## config.mk

```make
export PLATFORM = sky130hd
export DESIGN_NAME = alu_uart_frontend
export DESIGN_NICKNAME = d
export VERILOG_FILES = /design/src/rtl/alu_uart_frontend.sv
export SDC_FILE = /design/constraint.sdc
export NUM_CORES = 1
export LEC_CHECK = 0
export CAP_MARGIN = 40
export CORE_MARGIN = 10
export CORE_UTILIZATION = 51
export DETAILED_ROUTE_END_ITERATION = 8
export MAX_ROUTING_LAYER = met4
export PLACE_DENSITY = 0.8
export SLEW_MARGIN = 10
export SYNTH_ARGS = -nofsm -noshare
export SYNTH_HDL_FRONTEND = slang
export SYNTH_SLANG_ARGS = --single-unit
```

## constraint.sdc

```tcl
create_clock -name i_clk -period 2.3 [get_ports i_clk]
set_clock_uncertainty 0.15 [all_clocks]
set_input_delay 0.46 -clock i_clk [delete_from_list [all_inputs] [get_ports i_clk]]
set_output_delay 0.46 -clock i_clk [all_outputs]
set_load 0.03 [all_outputs]
```

## src/rtl/alu_uart_frontend.sv

```systemverilog
// Command front end for the EX-stage ALU: gathers operand1/operand2/opcode bytes
// from the UART receiver, latches the ALU result and returns it as two bytes, high first.
module alu_uart_frontend #(
  parameter int NB_DATA        = 8,
  parameter int NB_OP          = 6,
  parameter int NB_OUT         = 16,
  parameter int TIMEOUT_CYCLES = 100000
) (
  input  logic               i_clk,
  input  logic               i_rst_n,
  input  logic [NB_DATA-1:0] i_rx_data,
  input  logic               i_rx_done,
  input  logic               i_tx_done,
  output logic               o_tx_start,
  output logic [NB_DATA-1:0] o_tx_data,
  output logic [NB_DATA-1:0] o_operand1,
  output logic [NB_DATA-1:0] o_operand2,
  output logic [NB_OP-1:0]   o_opcode,
  input  logic [NB_OUT-1:0]  i_alu_result,
  output logic               o_busy,
  output logic               o_timeout
);

  localparam int CNT_W = $clog2(TIMEOUT_CYCLES);
  localparam logic [CNT_W-1:0] TERM_CNT = CNT_W'(TIMEOUT_CYCLES - 1);

  typedef enum logic [2:0] {
    IDLE, WAIT_OP2, WAIT_OPC, EXEC, SEND_HI, WAIT_HI, SEND_LO, WAIT_LO
  } state_t;

  state_t                    state;
  logic [CNT_W-1:0]          cnt;
  logic signed [NB_OUT-1:0]  result;

  assign o_busy = (state != IDLE);

  always_ff @(posedge i_clk or negedge i_rst_n) begin
    if (!i_rst_n) begin
      state      <= IDLE;
      cnt        <= '0;
      result     <= '0;
      o_tx_start <= 1'b0;
      o_tx_data  <= '0;
      o_operand1 <= '0;
      o_operand2 <= '0;
      o_opcode   <= '0;
      o_timeout  <= 1'b0;
    end else begin
      o_tx_start <= 1'b0;
      o_timeout  <= 1'b0;
      case (state)
        IDLE: begin
          if (i_rx_done) begin
            o_operand1 <= i_rx_data;
            cnt        <= '0;
            state      <= WAIT_OP2;
          end
        end
        WAIT_OP2: begin
          // An arriving byte beats the terminal count in the same cycle.
          if (i_rx_done) begin
            o_operand2 <= i_rx_data;
            cnt        <= '0;
            state      <= WAIT_OPC;
          end else if (cnt == TERM_CNT) begin
            o_timeout <= 1'b1;
            state     <= IDLE;
          end else begin
            cnt <= cnt + CNT_W'(1);
          end
        end
        WAIT_OPC: begin
          if (i_rx_done) begin
            o_opcode <= i_rx_data[NB_OP-1:0];
            cnt      <= '0;
            state    <= EXEC;
          end else if (cnt == TERM_CNT) begin
            o_timeout <= 1'b1;
            state     <= IDLE;
          end else begin
            cnt <= cnt + CNT_W'(1);
          end
        end
        EXEC: begin
          // Operands settled for this whole cycle; the high byte launches with the capture.
          result     <= i_alu_result;
          o_tx_data  <= i_alu_result[NB_OUT-1:NB_DATA];
          o_tx_start <= 1'b1;
          state      <= SEND_HI;
        end
        SEND_HI: state <= WAIT_HI;
        WAIT_HI: begin
          if (i_tx_done) begin
            o_tx_data  <= result[NB_DATA-1:0];
            o_tx_start <= 1'b1;
            state      <= SEND_LO;
          end
        end
        SEND_LO: state <= WAIT_LO;
        WAIT_LO: begin
          if (i_tx_done) state <= IDLE;
        end
        default: state <= IDLE;
      endcase
    end
  end

endmodule
```

Yosys cells after proc, flatten, opt, wreduce, memory -nomap -nowiden

Cells that the tools add are included.

Bits in registers: 60
Input port bits: 28
Output and inout bits: 33
Word-level logic and storage cells: 51

Add/subtract/negate cells: 1
Eq/ne operators: 12
Mux-type cells: 18
Reductions and logical operators: 11

Operator list:

| operator                                             | count |
|---|---|
| 2-to-1 mux 17 bit                                    | 3 |
| one-hot mux 17 bit (2 select lines)                  | 1 |
| one-hot mux 3 bit (8 select lines)                   | 1 |
| 2-to-1 mux 3 bit                                     | 6 |
| adder 17 x 1 -> 17 bit (second input constant)       | 1 |
| equality test 17 bit (second input constant)         | 1 |
| one-hot mux 8 bit (2 select lines)                   | 1 |
| equality test 3 bit (second input constant)          | 4 |
| 2-to-1 mux 8 bit                                     | 1 |
| AND reduction 2 bit                                  | 4 |
| equality test 3 x 2 -> 1 bit (second input constant) | 2 |
| inequality test 2 bit (second input constant)        | 3 |
| AND reduction 3 bit                                  | 2 |
| 2-to-1 mux 1 bit                                     | 4 |
| nonzero test 2 bit                                   | 2 |
| equality test 3 x 1 -> 1 bit (second input constant) | 1 |
| zero test 3 bit                                      | 1 |
| inequality test 3 bit (second input constant)        | 1 |
| nonzero test 3 bit                                   | 1 |
| one-hot mux 1 bit (2 select lines)                   | 1 |
| OR reduction 2 bit                                   | 1 |

Logic depth before layout (Yosys ltp)

Gate-level depths: netlist (run 1).

Depth in word-level cells: 4
Depth in mapped cells: 7
Mapped depth without buffers: 5

Worst setup path after synthesis (run 1)

OpenSTA, ideal clock, no wires.

Path type: flip-flop to flip-flop
Start point: reg cnt[0]
End point: reg cnt[12]
Library setup time: 0.079 ns
Arrival: 1.741 ns
Required time: 2.071 ns
Path slack: 0.330 ns
Cell stages (with the launch flop): 8
Path buffers: 2
Period minus slack after synthesis: 1.970 ns
Path through: dfrtp_1 ha_1 and4_1 clkbuf_2 and4_4 buf_2 a211oi_1 mux2i_1

Longest elaborated chain between the ends: 4
Elaborated cells on any way between the ends: 7
Those cells by class: add/sub: 1; eq/ne: 2; mux: 3; reduce/logical: 1

Ends and longest elaborated chain:

| what                                | RTL line | text |
|---|---|---|
| from (decl)                         | 32       | `logic [CNT_W-1:0] cnt;` |
| from (signal assigned)              | 69       | `cnt <= cnt + CNT_W'(1);` |
| from (signal assigned)              | 81       | `cnt <= cnt + CNT_W'(1);` |
| adder 17 x 1 -> 17 bit              | 69, 81   |  |
| 2-to-1 mux 17 bit                   | 65, 77   |  |
| 2-to-1 mux 17 bit                   | 61       | `if (i_rx_done) begin` |
| one-hot mux 17 bit (2 select lines) | 51       | `case (state)` |

Parallel ways exist; a longest one is shown, timed or not. The select of a mux whose other input is x is not followed.
A chain may end at the register's enable or synchronous reset.

Worst setup path in the final report (run 1)

Start point: reg state[2]
End point: out o_busy

Longest elaborated chain between the ends: 1

Ends and longest elaborated chain:

| what                   | RTL line | text |
|---|---|---|
| from (decl)            | 31       | `state_t state;` |
| from (signal assigned) | 39       | `state <= IDLE;` |
| from (signal assigned) | 56       | `state <= WAIT_OP2;` |
| from (signal assigned) | 64       | `state <= WAIT_OPC;` |
| nonzero test 3 bit     | 35       | `assign o_busy = (state != IDLE);` |
| to (decl)              | 20       | `output logic o_busy,` |

Every way passes these cells.

==> run metrics, run 1 <==
net switching share of the total power 0.391; post-synthesis mux area share 0.171; Core Rows 27; CTS Buf Count 9; worst path arrival time 1.46 ns; Seq pwr share 0.354; layout cells sized above 1 0.209; main combinational cell family by area after synthesis multiplexers; largest buffer count on any clock path 2; # port buffers 60; WL per Instance 16.2 microns; Syn Area/Cell 11.7 sq um; largest net degree at the start of global routing 29; register area share after synthesis 0.527; Adder-Cell Fraction of Synth Area 0.00440; Fin. Hold Viols 0; Worst-Skew Late Latency 0.33 ns; top cells by count, synth dfrtp_1 (60), mux2_2 (30), nand2_1 (23); Congestion Overflow GR 0; top-count cell post-synth dfrtp_1; Routed WL 6350 microns; CP Launch Type register; clock power share 0.168; Die Area 8970 sq um; Initial Util 0.520; initial antenna violation count 0; Post-Syn Area 2850 sq um; Core Area 5470 sq um; area leader, netlist dfrtp_1; Synth cell types 42; top post-synthesis cells by area dfrtp_1 (53%), mux2_2 (12%), mux2i_1 (5.3%); drc violations 0; Routed Antenna Nets 0; P&R area growth vs syn 31.7%; critical path fanouts, max 2; Power Internal 2830 uW; dpl cell area 3580 sq um; CTS tree built; Worst-Margin Slew 0.490 ns; Final WS setup 0.231 ns; clk root buf clkbuf_8; RSZ-0062 raised after global routing no; Post-Synthesis Cells 243; Iter 0 DRT Violations 110; Worst Setup End Kind primary output; Compound-Gate Fraction of Synth Area 0.0919; Slew Viols, Final 0; Nets 346; register clock-pin slew on the reported worst setup and hold paths 0.07 ns; simple-gate share of the synthesized area 0.166; Core Util, Final 0.685; Psw 1820 uW; Synth Flop Type dfrtp_1; Ports 61; FFs w/ async S/R, synth 1.00; vias per cell 5.49; Worst Hold Class register to register; CP Class register to primary output; combinational group share of total power 0.478; number of clock sinks 60; Post-Layout Inst Area 3750 sq um; worst endpoint required time 1.69 ns; Placement Setup Slack -0.0136 ns; Synth Area in XOR/XNOR 0.00615; min cycle time layout 2.07 ns; max_cap viols 0; diode count 0; GP Congestion 0.814; leak pwr 0.00159 uW; Ys Warns 0; overall routing resource usage 0.156; non-filler cells, final 393; DIE WIDTH 94.7 microns; Post-synth EDFFs 0; Fmax achieved 0.483 GHz; Die Y 94.7 microns; Final Cycle Share 0.899; DR vias 2158; DP Wirelength 4720 microns; Slew headroom 0.673; final setup violation count 0; power per cell area 1240 nW/um^2; syn_nets 272; placed cell count 377; number of global-route vias before repair 2172; Yosys top cell area share 0.527; Peak VDD IR 0.788 mV; # H-tree levels 3; postcts setup bufs 0; register bit total from synthesis 60; first-pass GRT wire length 10900 microns; status finished clean; drt pass-1 iters 4
final timing paths:
kind                                          start                   endpoint  slack [ns]  cells past startpoint
max                            state[2]$_DFFE_PN0P_                     o_busy        0.23                      2
min                        o_tx_data[3]$_DFFE_PN0P_   o_tx_data[3]$_DFFE_PN0P_        0.33                      2
max reg2reg                      cnt[0]$_DFFE_PN0P_        cnt[16]$_DFFE_PN0P_        0.28                      5
min reg2reg                o_tx_data[3]$_DFFE_PN0P_   o_tx_data[3]$_DFFE_PN0P_        0.33                      2
max in group asynchronous                   i_rst_n  o_operand1[5]$_DFFE_PN0P_        0.97                      3
min in group asynchronous                   i_rst_n         cnt[9]$_DFFE_PN0P_        0.46                      2
layout make-up:
class                   instances  area (sq um)
flip-flops and latches         60          1500
repair buffers                 76           729
clock buffers                  10           128
fillers                       422          1720
multi-input cells             165          1250
well taps                      72          90.1
inverters                       5          18.8
clock inverters                 5          30.0
cells in the final DEF (no fill, tap or decap), types with 2 or more instances in the layout:
cell | netlist | layout
o21ai_0 | 13 | 13
clkbuf_8 | 0 | 9
nand4_4 | 2 | 2
or3_1 | 5 | 5
a21oi_1 | 16 | 16
and2_1 | 3 | 3
nand3b_1 | 3 | 3
nand2_1 | 23 | 23
o31ai_1 | 4 | 4
and3_1 | 2 | 2
mux2i_1 | 15 | 15
nor4b_1 | 2 | 2
buf_4 | 2 | 14
nor3_2 | 2 | 2
nand3_1 | 5 | 5
nand4_1 | 7 | 7
mux2_2 | 30 | 30
inv_1 | 5 | 5
and4_1 | 3 | 3
a211oi_1 | 3 | 3
nand2b_1 | 6 | 6
or4_1 | 4 | 4
dfrtp_1 | 60 | 60
clkdlybuf4s50_1 | 0 | 58
clkinvlp_4 | 0 | 2
xnor2_1 | 2 | 2
clkinv_2 | 0 | 3
power groups by stage:
| stage | Combinational (uW) | Sequential [uW] | Clock (uW) |
|---|---|---|---|
| global placement | 2200 | 1650 | 0 |
| CTS | 2250 | 1650 | 792 |
| finish | 2220 | 1650 | 780 |
| detailed placement | 2250 | 1670 | 0 |
| global route | 2380 | 1700 | 842 |
| floorplan | 852 | 2190 | 0 |
state kept, by name, summed over array words and instances (netlist names):
| name | cells |
|---|---|
| cnt | 17 |
| o_opcode | 6 |
| o_operand1 | 8 |
| o_operand2 | 8 |
| o_timeout | 1 |
| o_tx_data | 8 |
| o_tx_start | 1 |
| result | 8 |
| state | 3 |
kinds of logic (layout without fill, tap and decap cells):
logic type | Yosys count | after routing
and+or+nand+nor | 74 | 74
DFF | 60 | 60
muxes | 45 | 45
AOI/OAI and AO/OA | 43 | 43
buffers and inverters | 18 | 96
xor gates and xnor gates | 2 | 2
adders and majority gates | 1 | 1
metrics by stage:
step	hold WS, ns	power, uW	TNS (ns)
finish	0.333	4650	0
global placement	0.290	3850	0
floorplan	0.0144	3040	0
CTS	0.338	4690	0
global route	0.370	4920	0
detailed placement	0.295	3920	-0.0136
repair_timing:
item,4_1_cts,5_1_grt
hold buffers,1,0
resized for setup,1,0
setup endpoints to repair,1,0
hold endpoints to repair,19,0
worst max-delay path, stage by stage, from the launching register on:
cell           delay [ns]
dfrtp_1              0.37
or3_1                0.37
dlygate4sd2_1        0.38
metal layers:
| layer | GRT usage | vias up | wire length [microns] |
|---|---|---|---|
| met5 | - | - | 0 |
| met4 | 0.0636 | 0 | 97 |
| met3 | 0.0484 | 10 | 435 |
| met2 | 0.232 | 53 | 3040 |
| met1 | 0.194 | 1062 | 2780 |
| li1 | - | 1033 | - |
Power figures use the tool's default switching activity.
==> run 2, diff against run 1 <==
CORE_MARGIN = unset   (was 10)
==> run 2 against run 1 <==
Setup slack improved by 0.039 ns. Critical endpoint unchanged. Total power increased by 5.2%. Routed wire length decreased by 3.2%. First-iteration DRC count increased by 6.4%. Worst hold slack improved by 0.00065 ns. Sequential share of layout area decreased by 0.50 points. Clock power increased by 32%. Global-route usage increased by 8.0 points. Non-clock buffer count decreased by 3.
==> run metrics, run 2 (synthesized netlist as in run 1, its figures left out) <==
power per cell area 1290 nW/um^2 (+3.8%); max FFs per register 17 (unchanged); WL per Instance 15.8 microns (-2.2%); Worst-Margin Slew 0.485 ns (-0.00552 ns); Placement Setup Slack -0.00715 ns (+0.00643 ns); Slew headroom 0.677 (+0.00368); Final Cycle Share 0.882 (-0.0170); multi-input logic area 1250 sq um (unchanged); Ports 61 (unchanged); # port buffers 60 (unchanged); min cycle time layout 2.03 ns (-0.0392 ns); Worst-Skew Late Latency 0.32 ns (about the same); vias per cell 5.57 (+1.4%); GP Congestion 0.831 (+2.1%); Worst Setup End Kind primary output; CTS tree built; Congestion Overflow GR 0 (unchanged); number of clock sinks 60 (unchanged); Core Area 5240 sq um (-4.3%); Fmax achieved 0.493 GHz (+1.9%); most frequent cells in the layout dfrtp_1 (60), clkdlybuf4s50_1 (58), mux2_2 (30); number of global-route vias before repair 2273 (+4.7%); Fillers 376 (-11%); Routed Antenna Nets 0 (unchanged); Core Rows 26 (-3.7%); met1 Use GR 0.283 (+0.0886); layout cells sized above 1 0.201 (-0.00810); Peak VDD IR 0.834 mV (+5.7%); Post-Layout Inst Area 3800 sq um (+1.3%); Power Total 4890 uW (+5.2%); max_cap viols 0 (unchanged); non-filler cells, final 389 (-1.0%); Initial Util 0.543 (+0.0234); max incr delay on CP 0.38 ns (about the same); register clock-pin slew on the reported worst setup and hold paths 0.06 ns (about the same); CP Launch Type register; CP Class register to primary output; diode count 0 (unchanged); initial antenna violation count 0 (unchanged); CTS Buf Count 9 (unchanged); critical path fanouts, max 2 (unchanged); CP max-delay cell dlygate4sd2_1; P&R area growth vs syn 33.4%; met2 usage 0.394 (+0.162); placed cell count 372 (-1.3%); Worst Hold Class register to register; status finished clean; final setup violation count 0 (unchanged); dpl cell area 3570 sq um (-0.35%); commonest non-fill, non-tap cell in the layout dfrtp_1; GRT Max-Usage Layer met2; overall routing resource usage 0.236 (+0.0802); most flop-heavy register cnt; Nets 343 (-0.87%); Fin. Hold Viols 0 (unchanged); DIE WIDTH 76.7 microns (-19%); Iter 0 DRT Violations 117 (+6.4%); Routed WL 6150 microns (-3.2%); RSZ-0062 raised after global routing no; worst path arrival time 1.42 ns (-0.04 ns); Die Area 5880 sq um (-34%); Die Y 76.7 microns (-19%); Final WS setup 0.271 ns (+0.0392 ns); # H-tree levels 3 (unchanged); Slew Viols, Final 0 (unchanged); drc violations 0 (unchanged); GR Util met3 0.0500 (+0.00163); first-pass GRT wire length 10600 microns (-2.9%); worst path cell trace or3_1 -> dlygate4sd2_1; largest net degree at the start of global routing 43 (+48%); DP Wirelength 4340 microns (-8.2%); Reg area 1500 sq um (unchanged); drt pass-1 iters 4 (unchanged); clk root buf clkbuf_8; largest buffer count on any clock path 2 (unchanged); worst endpoint required time 1.69 ns (about the same); leak pwr 0.00160 uW (+1.0%); DR vias 2166 (+0.37%)
[run 2: cell count changes in the layout (fill, tap and decap cells not counted), sizes merged]
cell	change
buf	-3
bufinv	+2
clkbuf	+2
clkinv	-2
clkinvlp	-1
[run 2: timing repair]
action | CTS | global route
buffers inserted | 0 | 0
endpoints found under the hold margin | 18 | 0
endpoints found under the setup margin | 1 | 0
hold buffers | 1 | 0
gates resized for setup | 1 | 0
[run 2: layout make-up]
type | count | share of cell area
sequential | 60 | 0.395
clock inverter | 4 | 0.0191
timing repair buffer | 73 | 0.189
tap | 70 | 0.0231
clock buffer | 12 | 0.0382
multi-input combinational | 165 | 0.330
inverter | 5 | 0.00494
[run 2: path summary, 6_finish.rpt]
check	startpoint	endpoint	slack [ns]	depth (start not counted)
max	state[2]$_DFFE_PN0P_	o_busy	0.27	2
min	o_tx_data[5]$_DFFE_PN0P_	o_tx_data[5]$_DFFE_PN0P_	0.33	2
max reg2reg	cnt[0]$_DFFE_PN0P_	cnt[16]$_DFFE_PN0P_	0.28	5
min reg2reg	o_tx_data[5]$_DFFE_PN0P_	o_tx_data[5]$_DFFE_PN0P_	0.33	2
max in group asynchronous	i_rst_n	state[0]$_DFFE_PN0P_	0.93	3
min in group asynchronous	i_rst_n	result[3]$_DFFE_PN0P_	0.48	2
[run 2: critical path: cells and delay by family (launching register included)]
family        cells  cell delay [ns]
buf+inv           1             0.38
flops             1             0.37
simple gates      1             0.35
[run 2: report_power, final]
part	internal, uW	switching (uW)	leakage [uW]
Combinational	1000	1200	0.000736
Clock	639	388	0.000107
Sequential	1450	204	0.000759
[run 2: through the flow]
step | setup TNS (ns) | util | hold slack (ns)
global placement | 0 | 0.682 | 0.282
floorplan | 0 | - | 0.0144
finish | 0 | 0.725 | 0.334
detailed placement | -0.00715 | 0.682 | 0.287
global route | 0 | 0.725 | 0.363
CTS | 0 | 0.725 | 0.339
[run 2: routing by layer]
layer  vias to the layer above  share of wire
li1                       1033              -
met1                      1070           0.43
met2                        56           0.51
met3                         7          0.050
met4                         0          0.011
met5                         -              0
